===== config.mk =====
export PLATFORM = sky130hd
export DESIGN_NAME = fpmul_ctrl
export DESIGN_NICKNAME = d
export VERILOG_FILES = /design/src/rtl/fpmul_pkg.sv /design/src/rtl/fpmul_result_fifo.sv /design/src/rtl/fpmul_ctrl.sv
export SDC_FILE = /design/constraint.sdc
export NUM_CORES = 1
export LEC_CHECK = 0
export CAP_MARGIN = 20
export CORE_AREA = 2 2 181 183
export CTS_CLUSTER_SIZE = 24
export DETAILED_ROUTE_END_ITERATION = 6
export DIE_AREA = 0 0 183 185
export PLACE_DENSITY = 0.65
export SYNTH_ARGS = -nofsm -noshare
export SYNTH_HDL_FRONTEND = slang
export SYNTH_SLANG_ARGS = --single-unit

===== constraint.sdc =====
create_clock -name clk -period 8.9 [get_ports clk]
set_input_delay 1.78 -clock clk [delete_from_list [all_inputs] [get_ports clk]]
set_output_delay 1.78 -clock clk [all_outputs]
set_load 0.05 [all_outputs]

===== src/rtl/fpmul_pkg.sv =====
// Shared constants, override-tag type and operand classification for the
// flow-control wrapper around the FP32 multiplier pipeline.
package fpmul_pkg;

    localparam int unsigned BIAS           = 127;
    localparam logic [31:0] QNAN           = 32'h7FC0_0000;
    localparam logic [31:0] INF            = 32'h7F80_0000;
    localparam logic [7:0]  EXP_MAX        = 8'd255;
    localparam int unsigned FLAG_INVALID   = 2;
    localparam int unsigned FLAG_OVERFLOW  = 1;
    localparam int unsigned FLAG_UNDERFLOW = 0;

    typedef struct packed {
        logic        valid;
        logic        ovr_en;
        logic [31:0] ovr_val;
        logic [2:0]  flags;
    } tag_t;

    // Range check ignores the normalisation shift, so it is deliberately conservative.
    function automatic tag_t classify(input logic [31:0] a, input logic [31:0] b);
        logic [7:0]        ea;
        logic [7:0]        eb;
        logic              za;
        logic              zb;
        logic              ia;
        logic              ib;
        logic              na;
        logic              nb;
        logic              s;
        logic signed [9:0] esum;
        tag_t              t;
        ea   = a[30:23];
        eb   = b[30:23];
        za   = (ea == '0);
        zb   = (eb == '0);
        ia   = (ea == EXP_MAX) && (a[22:0] == '0);
        ib   = (eb == EXP_MAX) && (b[22:0] == '0);
        na   = (ea == EXP_MAX) && (a[22:0] != '0);
        nb   = (eb == EXP_MAX) && (b[22:0] != '0);
        s    = a[31] ^ b[31];
        esum = $signed({2'b00, ea}) + $signed({2'b00, eb}) - $signed(10'(BIAS));
        t    = '0;
        if (na || nb || (ia && zb) || (za && ib)) begin
            t.ovr_en              = 1'b1;
            t.ovr_val             = QNAN;
            t.flags[FLAG_INVALID] = 1'b1;
        end else if (ia || ib) begin
            t.ovr_en  = 1'b1;
            t.ovr_val = {s, INF[30:0]};
        end else if (za || zb) begin
            t.ovr_en  = 1'b1;
            t.ovr_val = {s, 31'b0};
        end else if (esum >= 10'sd254) begin
            t.ovr_en               = 1'b1;
            t.ovr_val              = {s, INF[30:0]};
            t.flags[FLAG_OVERFLOW] = 1'b1;
        end else if (esum <= 10'sd0) begin
            t.ovr_en                = 1'b1;
            t.ovr_val               = {s, 31'b0};
            t.flags[FLAG_UNDERFLOW] = 1'b1;
        end
        return t;
    endfunction

endpackage


===== src/rtl/fpmul_result_fifo.sv =====
// Synchronous result FIFO with wrapping pointers and an occupancy count.
module fpmul_result_fifo
    import fpmul_pkg::*;
#(
    parameter int unsigned DEPTH = 8,
    parameter int unsigned WIDTH = 35
) (
    input  logic             clk,
    input  logic             rst_n,
    input  logic             push,
    input  logic [WIDTH-1:0] wr_data,
    input  logic             pop,
    output logic [WIDTH-1:0] rd_data,
    output logic             full,
    output logic             empty
);

    localparam int unsigned AW = (DEPTH > 1) ? $clog2(DEPTH) : 1;
    localparam int unsigned CW = $clog2(DEPTH + 1);

    logic [WIDTH-1:0] mem [DEPTH];
    logic [AW-1:0]    wr_ptr;
    logic [AW-1:0]    rd_ptr;
    logic [CW-1:0]    count;
    logic             do_push;
    logic             do_pop;

    assign full    = (count == CW'(DEPTH));
    assign empty   = (count == '0);
    assign do_push = push && !full;
    assign do_pop  = pop && !empty;
    assign rd_data = mem[rd_ptr];

    always_ff @(posedge clk) begin
        if (do_push) begin
            mem[wr_ptr] <= wr_data;
        end
    end

    always_ff @(posedge clk or negedge rst_n) begin
        if (!rst_n) begin
            wr_ptr <= '0;
            rd_ptr <= '0;
            count  <= '0;
        end else begin
            if (do_push) begin
                wr_ptr <= (wr_ptr == AW'(DEPTH - 1)) ? '0 : wr_ptr + 1'b1;
            end
            if (do_pop) begin
                rd_ptr <= (rd_ptr == AW'(DEPTH - 1)) ? '0 : rd_ptr + 1'b1;
            end
            if (do_push && !do_pop) begin
                count <= count + 1'b1;
            end else if (do_pop && !do_push) begin
                count <= count - 1'b1;
            end
        end
    end

endmodule


===== src/rtl/fpmul_ctrl.sv =====
// Valid/ready and exception wrapper for the free-running FP32 multiplier:
// issues operands, tags each cycle, captures results into a credit-limited FIFO.
module fpmul_ctrl
    import fpmul_pkg::*;
#(
    parameter int unsigned MUL_LAT = 4,
    parameter int unsigned DEPTH   = 8
) (
    input  logic        clk,
    input  logic        rst,
    input  logic        in_valid,
    output logic        in_ready,
    input  logic [31:0] in_a,
    input  logic [31:0] in_b,
    output logic [31:0] mul_a,
    output logic [31:0] mul_b,
    input  logic [31:0] mul_f,
    output logic        out_valid,
    input  logic        out_ready,
    output logic [31:0] out_data,
    output logic [2:0]  out_flags
);

    localparam int unsigned CW = $clog2(DEPTH + 1);

    logic [CW-1:0] cnt;
    logic          accept;
    logic          pop;
    logic          push;
    logic          fifo_full;
    logic          fifo_empty;
    logic [34:0]   fifo_wdata;
    logic [34:0]   fifo_rdata;
    tag_t          tag_in;
    tag_t          tail;
    tag_t          pipe [MUL_LAT];

    assign mul_a    = in_a;
    assign mul_b    = in_b;
    assign in_ready = (cnt < CW'(DEPTH));
    assign accept   = in_valid && in_ready;

    always_comb begin
        tag_in       = classify(in_a, in_b);
        tag_in.valid = accept;
    end

    // Tag line runs in lockstep with the multiplier stages; the tail lines up with mul_f.
    always_ff @(posedge clk or negedge rst) begin
        if (!rst) begin
            for (int unsigned i = 0; i < MUL_LAT; i++) begin
                pipe[i] <= '0;
            end
        end else begin
            pipe[0] <= tag_in;
            for (int unsigned i = 1; i < MUL_LAT; i++) begin
                pipe[i] <= pipe[i-1];
            end
        end
    end

    assign tail       = pipe[MUL_LAT-1];
    assign push       = tail.valid;
    assign fifo_wdata = {(tail.ovr_en ? tail.ovr_val : mul_f), tail.flags};

    fpmul_result_fifo #(
        .DEPTH (DEPTH),
        .WIDTH (35)
    ) u_fifo (
        .clk     (clk),
        .rst_n   (rst),
        .push    (push),
        .wr_data (fifo_wdata),
        .pop     (pop),
        .rd_data (fifo_rdata),
        .full    (fifo_full),
        .empty   (fifo_empty)
    );

    assign out_valid = !fifo_empty;
    assign pop       = out_valid && out_ready;
    assign out_data  = fifo_empty ? '0 : fifo_rdata[34:3];
    assign out_flags = fifo_empty ? '0 : fifo_rdata[2:0];

    // Credits cover in-flight tags plus FIFO occupancy, so a full FIFO has nothing in flight.
    always_ff @(posedge clk or negedge rst) begin
        if (!rst) begin
            cnt <= '0;
        end else if (accept && !pop) begin
            cnt <= cnt + 1'b1;
        end else if (pop && !accept) begin
            cnt <= cnt - 1'b1;
        end
    end

    a_no_capture_when_full: assert property (@(posedge clk) disable iff (!rst) !(push && fifo_full));

endmodule

# [Word-level counts from Yosys, hierarchy flattened]
# Memories as Yosys holds them, arrays and structs flattened.
# Index checks and enable logic that the tools add are counted.
[word_totals] register_bits=162 ram_bits=280 input_bits=100 output_inout_bits=101 wordCells=95 n_memories=1
[mem_list] memory="u_fifo.mem" depth=8 word_bits=35 rd=1 rd_clocked_by_memory_dff=0 wr=1 line_no="fpmul_result_fifo.sv:21" rtl="logic [WIDTH-1:0] mem [DEPTH];"
[classes] addsub=8 order_cmp=3 n_eq_ne=5 mux=23 bitwise=1 n_reduce_logical=34
[op_table] cell="$mux W33" count=5
[op_table] cell="$mux W32" count=2
[op_table] cell="$logic_not A23 Y1" count=2
[op_table] cell="$reduce_bool A23 Y1" count=2
[op_table] cell="$eq A8 B8 Y1 const B" count=2
[op_table] cell="$logic_not A8 Y1" count=2
[op_table] cell="$mux W4" count=4
[op_table] cell="$logic_and A1 B1 Y1" count=14
[op_table] cell="$ge A10 B9 Y1 const B" count=1
[op_table] cell="$le A10 B1 Y1 const B" count=1
[op_table] cell="$sub A9 B7 Y10 const B" count=1
[op_table] cell="$add A8 B8 Y9" count=1
[op_table] cell="$mux W3" count=3
[op_table] cell="$add A4 B1 Y4 const B" count=2
[op_table] cell="$sub A4 B1 Y4 const B" count=2
[op_table] cell="$add A3 B1 Y3 const B" count=2
[op_table] cell="$eq A3 B3 Y1 const B" count=2
[op_table] cell="$logic_not A1 Y1" count=6
[op_table] cell="$mux W1" count=6
[op_table] cell="$mux W2" count=3
[op_table] cell="$logic_or A1 B1 Y1" count=5
[op_table] cell="$eq A4 B4 Y1 const B" count=1
[op_table] cell="$logic_not A4 Y1" count=1
[op_table] cell="$lt A4 B4 Y1 const B" count=1
[op_table] cell="2 further kinds" count=3

# [Longest topological paths before layout]
[depth] ltp_word=8 depth_mapped=12 ltp_nobuf=12

# [Cells and area by module]
# A second synthesis with hierarchy kept.
[unflattened] cells_unflattened=767 hier_area_um2=14073.5
[by_module_without_submodules] mod="fpmul_result_fifo" n_inst=1 cells_each=471 area_per_inst_um2=11461.0 seq_area_each_um2=8658.3
[by_module_without_submodules] mod="fpmul_ctrl" n_inst=1 cells_each=296 area_per_inst_um2=2612.5 seq_area_each_um2=800.8

# [Worst setup path after synthesis]
# Ideal clock, no wire load.
[synth_path] kind="reg-to-reg" start="register u_fifo.count[0]" end="memory u_fifo.mem[0][0] (enable)" setup_ps=515 arrival_ps=4090 t_required_ps=8385 slack_ps=4295 stages_incl_launch_ff=5 synth_period_minus_slack_ps=4605 cell_sequence="dfrtp_1 > nor3_1 > nand2_1 > nand2_1 > nor4_1"
[synth_via] elab_chain_len=5
[synth_rtl] element="start, declared" line_no="fpmul_result_fifo.sv:24" rtl="logic [CW-1:0] count;"
[synth_rtl] element="start signal, assigned" line_no="fpmul_result_fifo.sv:53" rtl="count <= count + 1'b1;"
[synth_rtl] element="start signal, assigned" line_no="fpmul_result_fifo.sv:55" rtl="count <= count - 1'b1;"
[synth_rtl] element="$eq A4 B4 Y1" line_no="fpmul_result_fifo.sv:28" rtl="assign full = (count == CW'(DEPTH));"
[synth_rtl] element="$logic_not A1 Y1" line_no="fpmul_result_fifo.sv:30" rtl="assign do_push = push && !full;"
[synth_rtl] element="$logic_and A1 B1 Y1" line_no="fpmul_result_fifo.sv:30"
[synth_rtl] element="$mux W1" line_no="fpmul_result_fifo.sv:35" rtl="if (do_push) begin"
[synth_rtl] element="$mux W1 (implied by the code)" line_no="fpmul_result_fifo.sv:36" rtl="mem[wr_ptr] <= wr_data;"
[synth_rtl] element="end, declared" line_no="fpmul_result_fifo.sv:21"
# Every way passes these cells.

# [Worst setup path after layout]
[layout_path] start="register u_fifo.rd_ptr[0]" end="output out_data[24]"
[layout_via] elab_chain_len=2
[layout_rtl] element="start, declared" line_no="fpmul_result_fifo.sv:23" rtl="logic [AW-1:0] rd_ptr;"
[layout_rtl] element="start signal, assigned" line_no="fpmul_result_fifo.sv:50" rtl="rd_ptr <= (rd_ptr == AW'(DEPTH - 1)) ? '0 : rd_ptr + 1'b1;"
[layout_rtl] element="$mem_v2 Z8 W35"
[layout_rtl] element="$mux W32" line_no="fpmul_ctrl.sv:82" rtl="assign out_data = fifo_empty ? '0 : fifo_rdata[34:3];"
[layout_rtl] element="end, declared" line_no="fpmul_ctrl.sv:20" rtl="output logic [31:0] out_data,"
# Every way passes these cells.

==> flow_summary.json <==
{
  "worst_ep_required_time_ns": 7.12,
  "leading_cell_type_in_the_layout_fill_and_taps_excluded": "edfxtp_1",
  "finalWorstPathRequiredPeriod_ns": 5.532,
  "cts.sinks": 322,
  "postRouteAntennaNets": 0,
  "worst_path_max_delay_cell": "dfrtp_4",
  "pin_count_of_the_biggest_net_entering_global_routing": 73,
  "regToRegStartpoint": "u_fifo.count[2]",
  "initial_utilization_pct": 42.34,
  "die_height_um": 185,
  "tns_ns": 0,
  "clock_transition_at_the_registers_of_the_reported_paths_ns": 0.06,
  "wire_length_of_the_first_global_routing_pass_um": 42260,
  "port_buffers": 200,
  "timing_worst_setup_path_type": "reg2out",
  "post_drt_via_cell_ratio": 5.255,
  "synth_largest_type_area_fraction_pct": 61.98,
  "area_growth_pct": 23.09,
  "synthesis.area_per_instance_sq_um": 17.92,
  "synth_area_leaders": "edfxtp_1, mux4_2, dfrtp_1, buf_4, mux2i_1",
  "floorplan.core_area_sq_um": 32040,
  "cts.path.max_buffers": 3,
  "drt_first_pass_iters": 4,
  "timing.critical_path.from": "u_fifo.rd_ptr[0]",
  "synth.yosys.seq_area_share_pct": 69.73,
  "fp.dieW_um": 183,
  "synthesis.yosys.warnings": 0,
  "synth_enable_flop_cells": 280,
  "ir_worst_vdd_mv": 0.1472,
  "cts-root-buf": "clkbuf_16",
  "cts-htree-levels": 2,
  "cts_tree": "done",
  "layout.cell_area.non_filler_sq_um": 16700,
  "route.final.wire_length_um": 27480,
  "crit_path_cell_trace": "buf_4 > mux4_2 > mux2i_1 > nor2_1 > clkdlybuf4s50_1",
  "holdCritStartpoint": "pipe[111]",
  "fmaxAchievable_ghz": 0.1808,
  "clock_insertion_delay_worst_skew_ns": 0.50,
  "num_vias": 7084,
  "hold_buffers": 0,
  "synth.cell_area_sq_um": 13570,
  "die-area_sq_um": 33860,
  "power_after_layout_mw": 5.378,
  "slowest_delay_ns": 0.92,
  "layout.cells.most_common_list": "edfxtp_1, clkdlybuf4s50_1, mux4_2",
  "regArea_sq_um": 9468,
  "mappedNetlistNets": 885,
  "dpl-instance-area_sq_um": 15670,
  "worst_slew_margin_rel_pct": 28.83,
  "endpoint_kind": "output pin",
  "cts_setup_buffers": 0,
  "post-dp-hpwl_um": 16430,
  "post_route_fraction_of_the_period_consumed_by_the_critical_path_pct": 62.16,
  "slew_limit_fails": 0,
  "num_io_pins": 201,
  "cts_inserted_buffers": 34,
  "detail_route.iter0.violations": 437,
  "globalRoute.totalOverflow": 0,
  "final-setup-viol-count": 0,
  "maxCapViolations": 0,
  "first_global_vias": 7522,
  "worstHoldPathType": "reg2reg",
  "finalClockSkew_ns": 0.009600,
  "rsz0062_at_grt": "no",
  "yosys_register_bits": 322,
  "postLayoutCoreUtil_pct": 52.11,
  "fillerInstances": 2561,
  "drcViolationCount": 0,
  "p_leak_nw": 5.834,
  "synth_cells": 757,
  "worst-slew-pin-transition_ns": 1.068,
  "drive_gt1_share_pct": 17.13,
  "postSynth.asyncResetShare_pct": 13.04,
  "gpl.final_weighted_congestion": 0.7471,
  "synth_ff_type": "edfxtp_1",
  "number_of_antenna_violations_at_the_first_check_in_global_routing": 0,
  "outcome": "finished clean",
  "synth.lib_cells_used.distinct": 39,
  "multi_input_comb_area_sq_um": 3502,
  "floorplan.rows": 66,
  "cts_resized": 0,
  "num_antenna_cells": 0,
  "cp_max_fo": 38,
  "cp-start-kind": "register",
  "cellPowerDensity_nw_per_um2": 322.1,
  "final_nets": 1046,
  "post_drt_wl_per_cell_um": 20.39,
  "total_routing_resource_utilization_after_global_routing_pct": 16.60,
  "final_hold_viol_count": 0,
  "critPathArrivalTime_ns": 3.75,
  "synth_largest_area_cell": "edfxtp_1"
}
-- sequential cells by signal (all words and copies together), names as in the netlist --
| register | count |
|---|---|
| pipe | 25 |
| cnt | 4 |
| u_fifo.rd_ptr | 3 |
| push | 1 |
| u_fifo.mem | 280 |
| fifo_wdata | 2 |
| u_fifo.wr_ptr | 3 |
| u_fifo.count | 4 |
-- cells by family (layout without fill, tap and decap cells) --
kind of cell	count (synthesis)	count (layout)	synth area share, %
AOI/OAI and AO/OA	37	37	1.965
adders and majority gates	28	28	2.749
xor gates and xnor gates	15	15	0.9684
buffers and inverters	110	293	4.879
and+or+nand+nor	134	134	5.008
muxes	111	111	14.70
DFF	322	322	69.73
-- metrics by stage --
stage / hold WS [ns] / worst slack [ns] / instances
after detailed placement: 0.3347 / 3.761 / 1290
after global placement: 0.3315 / 3.771 / 1289
after global routing: 0.3525 / 3.090 / 1348
final: 0.3464 / 3.368 / 1348
after CTS: 0.3479 / 3.215 / 1348
after floorplan: 0.3312 / 4.295 / 757
-- final cells by class --
type                    instances  area share [%]
flip-flops and latches        322           56.70
multi-input cells             325           20.97
repair buffers                215           12.66
clock buffers                  44           5.568
well taps                     408           3.057
clock inverters                14          0.5920
inverters                      20          0.4496
-- path summary, 6_finish.rpt --
kind	cells after the start	endpoint	slack, ns
max	5	out_data[24]	3.37
min	0	pipe[74]	0.35
max reg2reg	12	cnt[3]	5.88
min reg2reg	0	pipe[74]	0.35
max in group asynchronous	1	u_fifo.rd_ptr[1]	6.81
min in group asynchronous	1	pipe[108]	1.42
-- critical path, delay by kind of cell (launching register included) --
kind                   cells  cell delay, ns
buffers and inverters      2            1.41
flip-flops                 1            0.92
multiplexers               2            0.80
AND/OR/NAND/NOR            1            0.06
-- report_power, final --
group / switching [mW] / internal, mW
logic: 1.19 / 0.827
registers: 0.186 / 1.88
clock network: 0.535 / 0.765
total: 1.91 / 3.47
-- synthesized netlist by cell type, drive strengths merged (2+ instances only) --
cell and count:
xor2 4, fa 3, inv 20, nand3 5, a21oi 6, nor2b 24
nor3 11, ha 25, nand4 7, dfrtp 42, a311oi 2, a21o 9
mux2 6, xnor2 11, a221oi 2, nor2 46, buf 74, nand2b 4
o21ai 13, mux4 70, edfxtp 280, clkbuf 16, mux2i 35, nand2 18
nor4 16
-- layer usage --
layer  share of wire, %  global-route usage [%]
met5                  0                       0
met4                3.0                   5.888
met3                5.8                   2.792
met2                 51                   29.61
met1                 41                   20.51
No activity file was read; power rests on OpenSTA's default activity.
